`src/rtl/skel_pass_scheduler_pkg.sv`:
```
// skel_pass_scheduler_pkg: shared FSM states and default sizing for the thinning pass scheduler
package skel_pass_scheduler_pkg;

    localparam int DEF_N        = 8;
    localparam int DEF_MAX_ITER = 16;
    localparam int PIX_W        = 8;

    typedef enum logic [2:0] {
        LOAD,
        IDLE,
        SCAN,
        WAIT,
        COMMIT,
        CHECK,
        DONE
    } state_t;

endpackage

```
`src/rtl/skel_pass_scheduler_pixel_addr_counter.sv`:
```
// pixel_addr_counter: wrapping pixel address counter with clear, enable and terminal-count flag
module pixel_addr_counter #(
    parameter int W = 6,
    parameter logic [W-1:0] LAST = '1
) (
    input  logic         clk,
    input  logic         rst_n,
    input  logic         clr,
    input  logic         en,
    output logic [W-1:0] cnt,
    output logic         tc
);

    assign tc = cnt == LAST;

    // advance one address per enabled cycle, wrapping to 0 after LAST
    always_ff @(posedge clk or negedge rst_n)
        if (!rst_n)
            cnt <= '0;
        else if (clr)
            cnt <= '0;
        else if (en)
            cnt <= tc ? '0 : cnt + 1'b1;

endmodule

```
`src/rtl/skel_pass_scheduler.sv`:
```
// skel_pass_scheduler: loads an image, then runs Zhang-Suen sub-iterations by scanning, marking and committing deletions
module skel_pass_scheduler
    import skel_pass_scheduler_pkg::*;
#(
    parameter int N        = DEF_N,
    parameter int bitSize  = $clog2(N*N),
    parameter int MAX_ITER = DEF_MAX_ITER
) (
    input  logic               clk,
    input  logic               rst_n,
    input  logic               we,
    input  logic [PIX_W-1:0]   data_in,
    input  logic               start,
    output logic               rd_en,
    output logic [bitSize-1:0] rd_addr,
    output logic               subiter,
    input  logic               mask_valid,
    input  logic               mask_del,
    output logic               wr_en,
    output logic [bitSize-1:0] wr_addr,
    output logic [PIX_W-1:0]   wr_data,
    output logic               busy,
    output logic               done,
    output logic               timeout,
    output logic [7:0]         iter_count
);

    state_t               state, nstate;
    logic [bitSize-1:0]   cnt;
    logic                 tc, cnt_clr, cnt_en;
    logic [N*N-1:0]       mask;
    logic [bitSize:0]     chg;
    logic [7:0]           iter_nxt;
    logic                 launch;

    assign rd_addr  = cnt;
    assign iter_nxt = iter_count + 8'd1;
    assign launch   = start && (state == IDLE || state == DONE);

    pixel_addr_counter #(
        .W    (bitSize),
        .LAST (bitSize'(N*N-1))
    ) u_cnt (
        .clk   (clk),
        .rst_n (rst_n),
        .clr   (cnt_clr),
        .en    (cnt_en),
        .cnt   (cnt),
        .tc    (tc)
    );

    // next-state and address counter control
    always_comb begin
        nstate  = state;
        cnt_clr = 1'b0;
        cnt_en  = 1'b0;
        case (state)
            LOAD: begin
                cnt_en = we;
                nstate = (we && tc) ? IDLE : LOAD;
            end
            IDLE: begin
                cnt_clr = start;
                nstate  = start ? SCAN : IDLE;
            end
            SCAN:   nstate = WAIT;
            WAIT: begin
                cnt_en = mask_valid;
                nstate = !mask_valid ? WAIT : tc ? COMMIT : SCAN;
            end
            COMMIT: begin
                cnt_en = 1'b1;
                nstate = tc ? CHECK : COMMIT;
            end
            CHECK:  nstate = !subiter ? SCAN : (chg == '0 || iter_nxt == 8'(MAX_ITER)) ? DONE : SCAN;
            DONE: begin
                cnt_clr = start;
                nstate  = start ? SCAN : DONE;
            end
            default: nstate = LOAD;
        endcase
    end

    // state register
    always_ff @(posedge clk or negedge rst_n)
        if (!rst_n)
            state <= LOAD;
        else
            state <= nstate;

    // registered read/write ports and status flags
    always_ff @(posedge clk or negedge rst_n)
        if (!rst_n) begin
            rd_en   <= 1'b0;
            wr_en   <= 1'b0;
            wr_addr <= '0;
            wr_data <= '0;
            busy    <= 1'b0;
            done    <= 1'b0;
        end else begin
            rd_en   <= nstate == SCAN;
            wr_en   <= (state == LOAD && we) || (state == COMMIT && mask[cnt]);
            wr_addr <= cnt;
            wr_data <= state == LOAD ? data_in : '0;
            busy    <= nstate inside {SCAN, WAIT, COMMIT, CHECK};
            done    <= nstate == DONE;
        end

    // delete mask, change count and iteration bookkeeping
    always_ff @(posedge clk or negedge rst_n)
        if (!rst_n) begin
            mask       <= '0;
            chg        <= '0;
            iter_count <= '0;
            subiter    <= 1'b0;
            timeout    <= 1'b0;
        end else begin
            if (launch) begin
                mask       <= '0;
                chg        <= '0;
                iter_count <= '0;
                subiter    <= 1'b0;
                timeout    <= 1'b0;
            end
            if (state == WAIT && mask_valid && mask_del) begin
                mask[cnt] <= 1'b1;
                chg       <= &chg ? chg : chg + 1'b1;
            end
            if (state == COMMIT)
                mask[cnt] <= 1'b0;
            if (state == CHECK) begin
                if (!subiter)
                    subiter <= 1'b1;
                else begin
                    iter_count <= iter_nxt;
                    timeout    <= chg != '0 && iter_nxt == 8'(MAX_ITER);
                    if (nstate == SCAN) begin
                        subiter <= 1'b0;
                        chg     <= '0;
                    end
                end
            end
        end

endmodule
```
`config.mk`:
```
export PLATFORM = sky130hd
export DESIGN_NAME = skel_pass_scheduler
export DESIGN_NICKNAME = d
export VERILOG_FILES = /design/src/rtl/skel_pass_scheduler_pkg.sv /design/src/rtl/skel_pass_scheduler_pixel_addr_counter.sv /design/src/rtl/skel_pass_scheduler.sv
export SDC_FILE = /design/constraint.sdc
export NUM_CORES = 1
export LEC_CHECK = 0
export ABC_AREA = 1
export ABC_CLOCK_PERIOD_IN_PS = 2100
export CAP_MARGIN = 25
export CELL_PAD_IN_SITES_DETAIL_PLACEMENT = 1
export CELL_PAD_IN_SITES_GLOBAL_PLACEMENT = 1
export CORE_MARGIN = 5
export CORE_UTILIZATION = 47
export DETAILED_ROUTE_END_ITERATION = 10
export DONT_BUFFER_PORTS = 1
export GPL_TIMING_DRIVEN = 0
export PLACE_DENSITY = 0.88
export SLEW_MARGIN = 30
export SYNTH_ARGS = -nofsm -noshare
export SYNTH_HDL_FRONTEND = slang
export SYNTH_SLANG_ARGS = --single-unit
```
`constraint.sdc`:
```
create_clock -name clk -period 2.1 [get_ports clk]
set_clock_uncertainty 0.2 [all_clocks]
set_input_delay 0.315 -clock clk [delete_from_list [all_inputs] [get_ports clk]]
set_output_delay 0.315 -clock clk [all_outputs]
set_load 0.005 [all_outputs]
```
==> results of run 1 <==
## sequential cells by signal, summed over array words and instances (netlist names), 3 cells and up
name	flops
mask	64
state	3
iter_count	8
wr_data	8
u_cnt.cnt	6
wr_addr	6
chg	7
## cell families after synthesis
group	Yosys count	share of synthesized area
buffers and inverters	108	0.07766
flip-flops	108	0.4596
adder cells (fa/ha/maj)	5	0.01064
AO/OA/AOI/OAI	125	0.1383
AND/OR/NAND/NOR	458	0.3138
## final cells by class
class	instances	area share
multi-input combinational	588	0.4183
sequential	108	0.3965
inverter	74	0.04209
buffer	34	0.03879
clock buffer	10	0.03495
tap	168	0.03074
timing repair buffer	16	0.02269
clock inverter	6	0.01592
## where the power goes
part           switching (mW)  internal [mW]  leakage [nW]
combinational            2.09          0.818          1.84
clock                   0.848           1.20         0.173
sequential              0.310           2.41          1.46
total                    3.25           4.43          3.47
## cells in the mapped netlist (2+ instances only)
| library cell | number | area, sq um |
|---|---|---|
| nor2_1 | 106 | 397.9 |
| buf_4 | 6 | 45.04 |
| buf_2 | 23 | 115.1 |
| clkbuf_1 | 5 | 18.77 |
| inv_2 | 8 | 30.03 |
| nor3_1 | 9 | 45.04 |
| nand4_1 | 6 | 37.54 |
| nor2_2 | 4 | 25.02 |
| o21ai_1 | 2 | 10.01 |
| nand3_2 | 2 | 20.02 |
| a21oi_1 | 23 | 115.1 |
| nand2_1 | 308 | 1156 |
| dfrtp_1 | 108 | 2703 |
| o21ai_0 | 29 | 145.1 |
| o22ai_1 | 2 | 12.51 |
| nand3_1 | 15 | 75.07 |
| ha_1 | 5 | 62.56 |
| inv_1 | 66 | 247.7 |
| a22oi_1 | 64 | 480.5 |
| nor3_2 | 4 | 40.04 |
## path summary, 6_finish.rpt
check | startpoint | cells after the start | end
worst min register to register | u_cnt.cnt[2] | 0 | wr_addr[2]
max in group asynchronous | rst_n | 0 | u_cnt.cnt[1]
worst max-delay path | state[2] | 9 | u_cnt.cnt[5]
min in group clk | mask_valid | 4 | chg[6]
worst max register to register | state[2] | 9 | u_cnt.cnt[5]
worst min-delay path | rst_n | 0 | iter_count[1]
## timing repair
item | CTS | global route
endpoints found under the hold margin | 117 | 108
endpoints found under the setup margin | 64 | 78
pin swaps | 0 | 16
setup buffers | 0 | 7
resized for setup | 28 | 63
cloned | 0 | 0
## routing by layer
metal	wire length (um)	vias up
li1	-	2632
met1	8930	3092
met2	10780	281
met3	1677	54
met4	617	0
met5	0	-
## stage by stage
stage	std cells	cell area, sq um	setup TNS (ps)	setup WS (ps)
2_1_floorplan	804	5881	0	308.8
5_1_grt	1004	6838	-1287	-173.1
4_1_cts	997	6601	-9.732	-9.732
3_5_place_dp	972	6091	-4782	-232.7
3_3_place_gp	972	6091	-1687	-153.8
6_report	1004	6838	-64.38	-26.98
==> results.md, run 1 <==
* TritonCTS clock tree: yes
* Initial antenna violation count at 0
* Distinct cells, synth at 29
* Status: finished with violations
* First-pass GRT wire length at around 32 mm
* CP Launch Type: register
* Vias at approximately 6,000
* RSZ-0062 raised after global routing: yes
* Grt met1 use at 0.3449
* Register area at roughly 2700 sq um
* Initial DRT Pass Iterations at 5
* Max-cap violations at 0
* Vias in the first global route at 6,181
* Pin count of the biggest net entering global routing at roughly 110
* CTS Hold Bufs at 9
* DR WL/cell at around 22 um
* Worst-Skew Late Latency at ~360 ps
* Share of the cycle needed by the critical path after routing at 1.013
* Critical Path Max Stage Delay at between 400 and 500 ps
* Diodes inserted at 0
* Initial drt markers at 659
* Clock root cell: clkbuf_16
* PD cells at 1122 nW/um^2
* M3 GR Usage at 0.03993
* Most common cell after layout, fill and taps aside: nand2_1
* FMAX at ~0.47 GHz
* Vias per inst at a little over 6
* Final Hold Fails at ~110
* Die Wd at around 120 um
* Most frequent cells in the layout: 299 x nand2_1, 102 x nor2_1, 101 x dfrtp_1
* Area of the multi-input gates at ~2900 sq um
* Io pins at 48
* DRC at 0
* Slack of the critical path at -26.98 ps
* Fill cells at about 1,500
* TritonCTS buffer count at 9
* Core Util, Final at 0.5622
* Critical Path AT at around 2200 ps
* Kind of critical path: reg2reg
* GR Overflow Total at 0
* HP Class: in2async
* Area growth from synthesis to layout at 16.28%
* Crit path max-delay family: compound AO/OA/AOI/OAI gates
* Drt total wl at 22.01 mm
* Syn avg cell area at between 7 and 8 sq um
* Worst path cell trace: inv_2 -> nor2_1 -> o21ai_4 -> inv_2 -> nor2_2 -> o21ai_0 -> nand2_1 -> inv_1 -> o22ai_1
* Worst Path Buf+Inv at 3
* GP Congestion at approximately 0.9
* Critical path's slowest cell: dfrtp_1
* Row count at 40
* Slew headroom at 0.6514
* Post-synth ARST share at 1.000
* Reg clk slew, reported paths at about 80 ps
* Required @ worst endpoint at between 2000 and 2500 ps
* Final min period at approximately 2100 ps
* Initial core utilization at 0.4835
* Register area share after synthesis at 0.4596
* I/O Buffers at 0
* Clock sinks at ~110
* Worst-path fanout max at 8
* HPWL Detailed at about 13 mm
* H-tree lvl count at 3
* Core area at about 12,000 sq um
* Share of post-route cells with drive strength above 1 at 0.1376
* Failing checks: negative hold slack, negative setup slack
* Post-synth EDFFs at 0
* Fin nets at between 800 and 900
* Busiest layer in global routing: met2
* Total power at 7.673 mW
* Routed Antenna Nets at 0
* Met2 GRT Util at 0.4862
* Worst Hold Slack at -557.9 ps
* Final setup vio count at 3
* Critical Path End Type: register
* Pleak at approximately 3.5 nW
* Syn nets at about 820
* Overall Global Routing Usage at 0.2790
* DIE AREA at ~15,000 sq um
* Cells after Synth at 804
* Slew at the pin with the worst max-slew slack at about 520 ps
* Die Y at between 100 and 150 um
* Peak supply drop at 442.2 uV
* Post-synthesis register bit count at around 110
* R2r setup slk at -30 ps
* Crit path top cell by count: inv_2
* Most used DFF post-synth: dfrtp_1
* Clk buf depth at 2
* Max Transition Viols Final at 0
* Yosys warns at 0
* Syn Std Cell Area at about 6000 sq um
Power figures use the tool's default switching activity.
==> run 2: changes to the inputs <==
--- a/config.mk
+++ b/config.mk
@@ -6,16 +6,17 @@
 export NUM_CORES = 1
 export LEC_CHECK = 0
 export ABC_AREA = 1
-export ABC_CLOCK_PERIOD_IN_PS = 2100
+export ABC_CLOCK_PERIOD_IN_PS = 2300
 export CAP_MARGIN = 25
 export CELL_PAD_IN_SITES_DETAIL_PLACEMENT = 1
 export CELL_PAD_IN_SITES_GLOBAL_PLACEMENT = 1
 export CORE_MARGIN = 5
-export CORE_UTILIZATION = 47
+export CORE_UTILIZATION = 40
 export DETAILED_ROUTE_END_ITERATION = 10
 export DONT_BUFFER_PORTS = 1
 export GPL_TIMING_DRIVEN = 0
-export PLACE_DENSITY = 0.88
+export PLACE_DENSITY = 0.78
+export SETUP_SLACK_MARGIN = 0.3
 export SLEW_MARGIN = 30
 export SYNTH_ARGS = -nofsm -noshare
 export SYNTH_HDL_FRONTEND = slang
==> constraint.sdc (replaced) <==
create_clock -name clk -period 2.3 [get_ports clk]
set_clock_uncertainty 0.2 [all_clocks]
set_input_delay 0.345 -clock clk [delete_from_list [all_inputs] [get_ports clk]]
set_output_delay 0.345 -clock clk [all_outputs]
set_load 0.005 [all_outputs]
==> run 2 against run 1 <==
Compared with the run above:
- the run ends with negative hold slack left
- combinational power down 10%
- sequential share of layout area down 0.45 points
- die area up 16%
- power down 12%
- critical path depth unchanged
- core utilization down 8.5 points
- maximum frequency up 4.3%
- worst setup slack better by 290 ps
- cell count up 2.4%
- via count down 5.9%
- largest power group unchanged
==> results.md, run 2 (same netlist as run 1, synthesis figures left out) <==
* Status: finished with violations (unchanged)
* Failing checks: negative hold slack (was negative hold slack, negative setup slack)
* Vias in the first global route at 5,926 (was 6,181)
* Critical Path End Type: register (unchanged)
* CTS Hold Bufs at 9 (unchanged)
* H-tree lvl count at 3 (unchanged)
* I/O Buffers at 0 (unchanged)
* R2r setup slk at 260 ps (was -30 ps)
* First-pass GRT wire length at 31.20 mm (was 32.07 mm)
* R2r worst-path depth at 9 (unchanged)
* Pleak at 3.491 nW (was 3.469 nW)
* Most common cell after layout, fill and taps aside: nand2_1 (unchanged)
* Final setup vio count at 0 (was 3)
* Io pins at 48 (unchanged)
* Max-cap violations at 0 (unchanged)
* Worst R2R End: chg[1] (was u_cnt.cnt[5])
* Slew at the pin with the worst max-slew slack at 459.4 ps (was 522.3 ps)
* Pin count of the biggest net entering global routing at 109 (unchanged)
* Critical Path Max Stage Delay at 490 ps (was 440 ps)
* Max reg flops at 64 (unchanged)
* Clk buf depth at 2 (unchanged)
* Crit path max-delay family: simple AND/OR/NAND/NOR gates (was compound AO/OA/AOI/OAI gates)
* Initial DRT Pass Iterations at 5 (unchanged)
* Diodes inserted at 0 (unchanged)
* Worst path cell trace: ha_2 -> nand3_2 -> nand2_1 -> o21ai_0 -> nor2_2 -> nor2_2 -> nand4_4 -> nand2_1 -> inv_1 (was inv_2 -> nor2_1 -> o21ai_4 -> inv_2 -> nor2_2 -> o21ai_0 -> nand2_1 -> inv_1 -> o22ai_1)
* Worst-path fanout max at 7 (was 8)
* GP Congestion at 0.8667 (was 0.8802)
* Reg clk slew, reported paths at 70 ps (was 80 ps)
* Largest reg by FF count: mask (unchanged)
* Required @ worst endpoint at 2350 ps (was 2170 ps)
* Worst Setup SP: u_cnt.cnt[0] (was state[2])
* HP Class: in2async (unchanged)
* DRC at 0 (unchanged)
* Final Instance Count excl. Fillers at 1,028 (was 1,004)
* Drt total wl at 19.85 mm (was 22.01 mm)
* RSZ-0062 raised after global routing: yes (unchanged)
* Vias at 5,700 (was 6,059)
* Initial drt markers at 432 (was 659)
* Die Y at 131.3 um (was 121.9 um)
* Core area at 14,480 sq um (was 12,160 sq um)
* TritonCTS clock tree: yes (unchanged)
* PD cells at 975.2 nW/um^2 (was 1122 nW/um^2)
* Vias per inst at 5.545 (was 6.035)
* Most frequent cells in the layout: 297 x nand2_1, 101 x dfrtp_1, 96 x nor2_1 (was 299 x nand2_1, 102 x nor2_1, 101 x dfrtp_1)
* Max Transition Viols Final at 0 (unchanged)
* CP Launch Type: register (unchanged)
* Worst Path Buf+Inv at 1 (was 3)
* Clock root cell: clkbuf_16 (unchanged)
* Peak supply drop at 548.3 uV (was 442.2 uV)
* Row count at 44 (was 40)
* Fin area at 6917 sq um (was 6838 sq um)
* Critical Path AT at 2090 ps (was 2200 ps)
* Worst reg2reg path startpoint: u_cnt.cnt[0] (was state[2])
* Final Hold Fails at 108 (unchanged)
* DR WL/cell at 19.31 um (was 21.92 um)
* DIE AREA at 17,230 sq um (was 14,850 sq um)
* HPWL Detailed at 13.08 mm (was 12.91 mm)
* Final min period at 2039 ps (was 2127 ps)
* GR Overflow Total at 0 (unchanged)
* FMAX at 0.4903 GHz (was 0.4702 GHz)
* Slew headroom at 0.6937 (was 0.6514)
* Die Wd at 131.3 um (was 121.9 um)
* Top Registers: mask (64), iter_count (8), wr_data (8) (unchanged)
* Kind of critical path: reg2reg (unchanged)
* Area growth from synthesis to layout at 17.62% (was 16.28%)
* Initial core utilization at 0.4062 (was 0.4835)
* Worst Hold Slack at -522.3 ps (was -557.9 ps)
* Initial antenna violation count at 0 (unchanged)
* Fill cells at 1,777 (was 1,544)
* Share of the cycle needed by the critical path after routing at 0.8867 (was 1.013)
* Share of post-route cells with drive strength above 1 at 0.1564 (was 0.1376)
* Routed Antenna Nets at 0 (unchanged)
* Worst-Skew Late Latency at 360 ps (about the same)
* Dpl cell area at 6111 sq um (was 6091 sq um)
* TritonCTS buffer count at 9 (unchanged)
* Overall Global Routing Usage at 0.2227 (was 0.2790)
* Clock sinks at 108 (unchanged)
* Cells after DPL at 988 (was 972)
* Fin nets at 859 (was 850)
* Critical path's slowest cell: dfrtp_2 (was dfrtp_1)
[run 2: changes by cell type in the layout (fill, tap and decap cells not counted), sizes merged]
cell and delta:
bufinv -1, buf +10, clkinvlp +2, inv -2, clkbuf -1
[run 2: worst register-to-register path, cell delays in order, from the launching register on]
cell and delay, ps:
dfrtp_2 490, ha_2 240, nand3_2 120, nand2_1 70
o21ai_0 100, nor2_2 110, nor2_2 210, nand4_4 220
nand2_1 130, inv_1 40
[run 2: layer usage]
layer	GRT usage	share of wire
met1	0.2787	0.42
met2	0.3829	0.49
met3	0.03976	0.061
met4	0.08629	0.025
met5	0	0
[run 2: what timing repair did]
action	CTS	global route
resized for setup	44	62
setup buffers	1	15
endpoints found under the setup margin	77	82
pin swaps	5	12
hold endpoints to repair	117	108
[run 2: worst max path at each step]
| stage | to | slack (ps) | cells past startpoint |
|---|---|---|---|
| finish | chg[1] | 260 | 9 |
| global route | chg[3] | 160 | 11 |
| CTS | mask[47] | 300 | 7 |
| detailed placement | mask[24] | -60 | 6 |
| global placement | mask[1] | 30 | 7 |
| floorplan | chg[4] | 510 | 12 |
[run 2: where the power goes]
group	internal, mW	total, mW	switching [mW]
sequential	2.20	2.47	0.266
combinational	0.756	2.60	1.85
clock	0.947	1.67	0.728
total	3.90	6.74	2.84
[run 2: final cells by class]
| cell class | instances | area [sq um] | share of cell area |
|---|---|---|---|
| well taps | 184 | 230.2 | 0.03329 |
| clock inverters | 5 | 77.57 | 0.01122 |
| repair buffers | 25 | 210.2 | 0.03039 |
| flip-flops and latches | 108 | 2711 | 0.3920 |
| plain buffers | 34 | 277.8 | 0.04016 |
| clock buffers | 10 | 229.0 | 0.03310 |
| inverters | 74 | 291.5 | 0.04215 |
| multi-input cells | 588 | 2889 | 0.4177 |
[run 2: metrics by stage]
step	setup TNS [ps]	total power, mW	util	setup slack (ps)
after floorplan	0	3.796	-	508.8
after global placement	0	4.529	0.4221	26.07
after detailed placement	-226.6	4.618	0.4221	-59.26
after CTS	0	6.458	0.4577	300.8
after global routing	0	7.081	0.4777	162.6
final	0	6.745	0.4777	260.6
==> run 3: changes to the inputs <==
--- a/config.mk
+++ b/config.mk
@@ -10,14 +10,13 @@
 export CAP_MARGIN = 25
 export CELL_PAD_IN_SITES_DETAIL_PLACEMENT = 1
 export CELL_PAD_IN_SITES_GLOBAL_PLACEMENT = 1
-export CORE_MARGIN = 5
+export CORE_MARGIN = 2
 export CORE_UTILIZATION = 40
 export DETAILED_ROUTE_END_ITERATION = 10
 export DONT_BUFFER_PORTS = 1
 export GPL_TIMING_DRIVEN = 0
 export PLACE_DENSITY = 0.78
 export SETUP_SLACK_MARGIN = 0.3
-export SLEW_MARGIN = 30
 export SYNTH_ARGS = -nofsm -noshare
 export SYNTH_HDL_FRONTEND = slang
 export SYNTH_SLANG_ARGS = --single-unit
==> run 3 against run 2 <==
Compared with the run above:
- sequential share of layout area is 0.16 points higher
- global-route usage grew 2.8 points
- critical path type unchanged
- highest routed layer unchanged
- flip-flop and latch count stayed put
- cell area down 0.36%
- critical path depth is 2 higher
- the run still ends with negative hold slack left
- cell count fell by 0.49%
- core utilization barely moved
- first-iteration DRC count is 1.6% lower
- wire length is 0.80% higher
- clock-buffer cell count unchanged
==> results.md, run 3 (same netlist as run 1, synthesis figures left out) <==
* Status: finished with violations (unchanged)
* Failing checks: negative hold slack (unchanged)
* Io pins at 48 (unchanged)
* Share of post-route cells with drive strength above 1 at 0.1585 (was 0.1564)
* Clock share of power at 0.236 (was 0.248)
* H-tree lvl count at 3 (unchanged)
* HP Class: in2async (unchanged)
* Row count at 44 (unchanged)
* Worst-Skew Late Latency at 360 ps (about the same)
* Comb power frac at 0.398 (was 0.386)
* PD cells at 977.7 nW/um^2 (was 975.2 nW/um^2)
* Initial drt markers at 425 (was 432)
* Cells after DPL at 988 (unchanged)
* Crit path top cell by count: nand2_1
* GP Congestion at 0.8532 (was 0.8667)
* P_sw at 2.892 mW (was 2.840 mW)
* Pleak at 3.470 nW (was 3.491 nW)
* Required @ worst endpoint at 2360 ps (was 2350 ps)
* DR WL/cell at 19.56 um (was 19.31 um)
* Worst Hold Slack at -526.3 ps (was -522.3 ps)
* Most common cell after layout, fill and taps aside: nand2_1 (unchanged)
* Vias per inst at 5.637 (was 5.545)
* DIE AREA at 15,690 sq um (was 17,230 sq um)
* Crit. path cell count at 11 (was 9)
* CP Launch Type: register (unchanged)
* Core area at 14,420 sq um (was 14,480 sq um)
* Overall Global Routing Usage at 0.2503 (was 0.2227)
* R2r worst-path depth at 11 (was 9)
* Reg clk slew, reported paths at 80 ps (was 70 ps)
* Worst path cell trace: buf_6 -> buf_4 -> a21oi_1 -> o21ai_0 -> nand2_1 -> nand2_1 -> nand2_1 -> inv_1 -> nand3_1 -> nand2_1 -> inv_1 (was ha_2 -> nand3_2 -> nand2_1 -> o21ai_0 -> nor2_2 -> nor2_2 -> nand4_4 -> nand2_1 -> inv_1)
* Vias at 5,767 (was 5,700)
* Die Y at 125.3 um (was 131.3 um)
* Final Instance Count excl. Fillers at 1,023 (was 1,028)
* First-pass GRT wire length at 31.24 mm (was 31.20 mm)
* Register area at 2713 sq um (was 2711 sq um)
* Critical Path End Type: register (unchanged)
* Fin nets at 855 (was 859)
* HPWL Detailed at 12.93 mm (was 13.08 mm)
* Clock root cell: clkbuf_16 (unchanged)
* Die Wd at 125.3 um (was 131.3 um)
* Critical path's slowest cell: dfrtp_2 (unchanged)
* Peak supply drop at 476.7 uV (was 548.3 uV)
* Initial antenna violation count at 0 (unchanged)
* Max reg flops at 64 (unchanged)
* Final min period at 2074 ps (was 2039 ps)
* RSZ-0062 raised after global routing: yes (unchanged)
* Area of the multi-input gates at 2894 sq um (was 2889 sq um)
* Slew headroom at 0.6882 (was 0.6937)
* Seq pwr share at 0.366 (about the same)
* Worst Path Buf+Inv at 4 (was 1)
* FMAX at 0.4821 GHz (was 0.4903 GHz)
* Critical Path AT at 2130 ps (was 2090 ps)
* Routed Antenna Nets at 0 (unchanged)
* Critical Path Max Stage Delay at 420 ps (was 490 ps)
* Clk buf depth at 2 (unchanged)
* Clock sinks at 108 (unchanged)
* GR Overflow Total at 0 (unchanged)
* Drt total wl at 20.01 mm (was 19.85 mm)
* TritonCTS buffer count at 9 (unchanged)
* Sw frac at 0.4292 (was 0.4211)
* Worst Setup SP: u_cnt.cnt[1] (was u_cnt.cnt[0])
* Diodes inserted at 0 (unchanged)
* Pin count of the biggest net entering global routing at 109 (unchanged)
* Initial core utilization at 0.4077 (was 0.4062)
* Most frequent cells in the layout: 300 x nand2_1, 100 x dfrtp_1, 91 x nor2_1 (was 297 x nand2_1, 101 x dfrtp_1, 96 x nor2_1)
* Final setup vio count at 0 (unchanged)
* TritonCTS clock tree: yes (unchanged)
* I/O Buffers at 0 (unchanged)
* Worst R2R End: wr_en (was chg[1])
* Fill cells at 1,783 (was 1,777)
* Top Registers: mask (64), iter_count (8), wr_data (8) (unchanged)
* Kind of critical path: reg2reg (unchanged)
* Max Transition Viols Final at 0 (unchanged)
* Crit path max-delay family: buffers and inverters (was simple AND/OR/NAND/NOR gates)
* P_int at 3.846 mW (was 3.905 mW)
* Max-cap violations at 0 (unchanged)
* Share of the cycle needed by the critical path after routing at 0.9018 (was 0.8867)
* Worst reg2reg path startpoint: u_cnt.cnt[1] (was u_cnt.cnt[0])
* Worst-path fanout max at 10 (was 7)
* DRC at 0 (unchanged)
* CTS Hold Bufs at 9 (unchanged)
* Largest reg by FF count: mask (unchanged)
* Final Hold Fails at 108 (unchanged)
* Initial DRT Pass Iterations at 5 (unchanged)
* Vias in the first global route at 6,064 (was 5,926)
* R2r setup slk at 230 ps (was 260 ps)
* Area growth from synthesis to layout at 17.19% (was 17.62%)
* Core Util, Final at 0.4778 (was 0.4777)
* Slew at the pin with the worst max-slew slack at 467.7 ps (was 459.4 ps)
## run 3: power groups by stage
stage	combinational, mW	sequential, mW	clock (mW)
4_1_cts	2.35	2.45	1.61
6_report	2.68	2.47	1.59
5_1_grt	2.88	2.51	1.68
3_3_place_gp	2.06	2.46	0
2_1_floorplan	1.39	2.40	0
3_5_place_dp	2.13	2.48	0
## run 3: worst max path at each step
stage                     to
global placement    mask[25]
finish                 wr_en
floorplan             chg[4]
detailed placement  mask[41]
CTS                 mask[45]
global route           wr_en
## run 3: final cells by class
| cell class | instances | share of cell area |
|---|---|---|
| well taps | 184 | 0.03341 |
| multi-input cells | 588 | 0.4199 |
| clock inverters | 4 | 0.007444 |
| repair buffers | 21 | 0.02850 |
| plain buffers | 34 | 0.03940 |
| inverters | 74 | 0.04303 |
| clock buffers | 10 | 0.03468 |
| flip-flops and latches | 108 | 0.3936 |
## run 3: stage by stage
step	cell area (sq um)	TNS, ps	power [mW]	worst slack [ps]
2_1_floorplan	5881	0	3.796	508.8
3_3_place_gp	6111	0	4.523	17.67
3_5_place_dp	6111	-203.0	4.612	-56.25
4_1_cts	6650	0	6.408	300.1
5_1_grt	6892	0	7.067	133.9
6_report	6892	0	6.738	225.9
## run 3: what timing repair did
item,in CTS,in global routing
endpoints found under the hold margin,117,108
setup buffers,3,9
pin swaps,3,9
endpoints found under the setup margin,79,82
resized for setup,43,67
## run 3: layer usage
layer  routed length, um  vias up  GRT usage
met4                 540        0    0.09935
met3                1132       43    0.04365
met1                8576     2901     0.3157
met2                9760      183     0.4284
li1                    -     2640          -
met5                   0        -          0
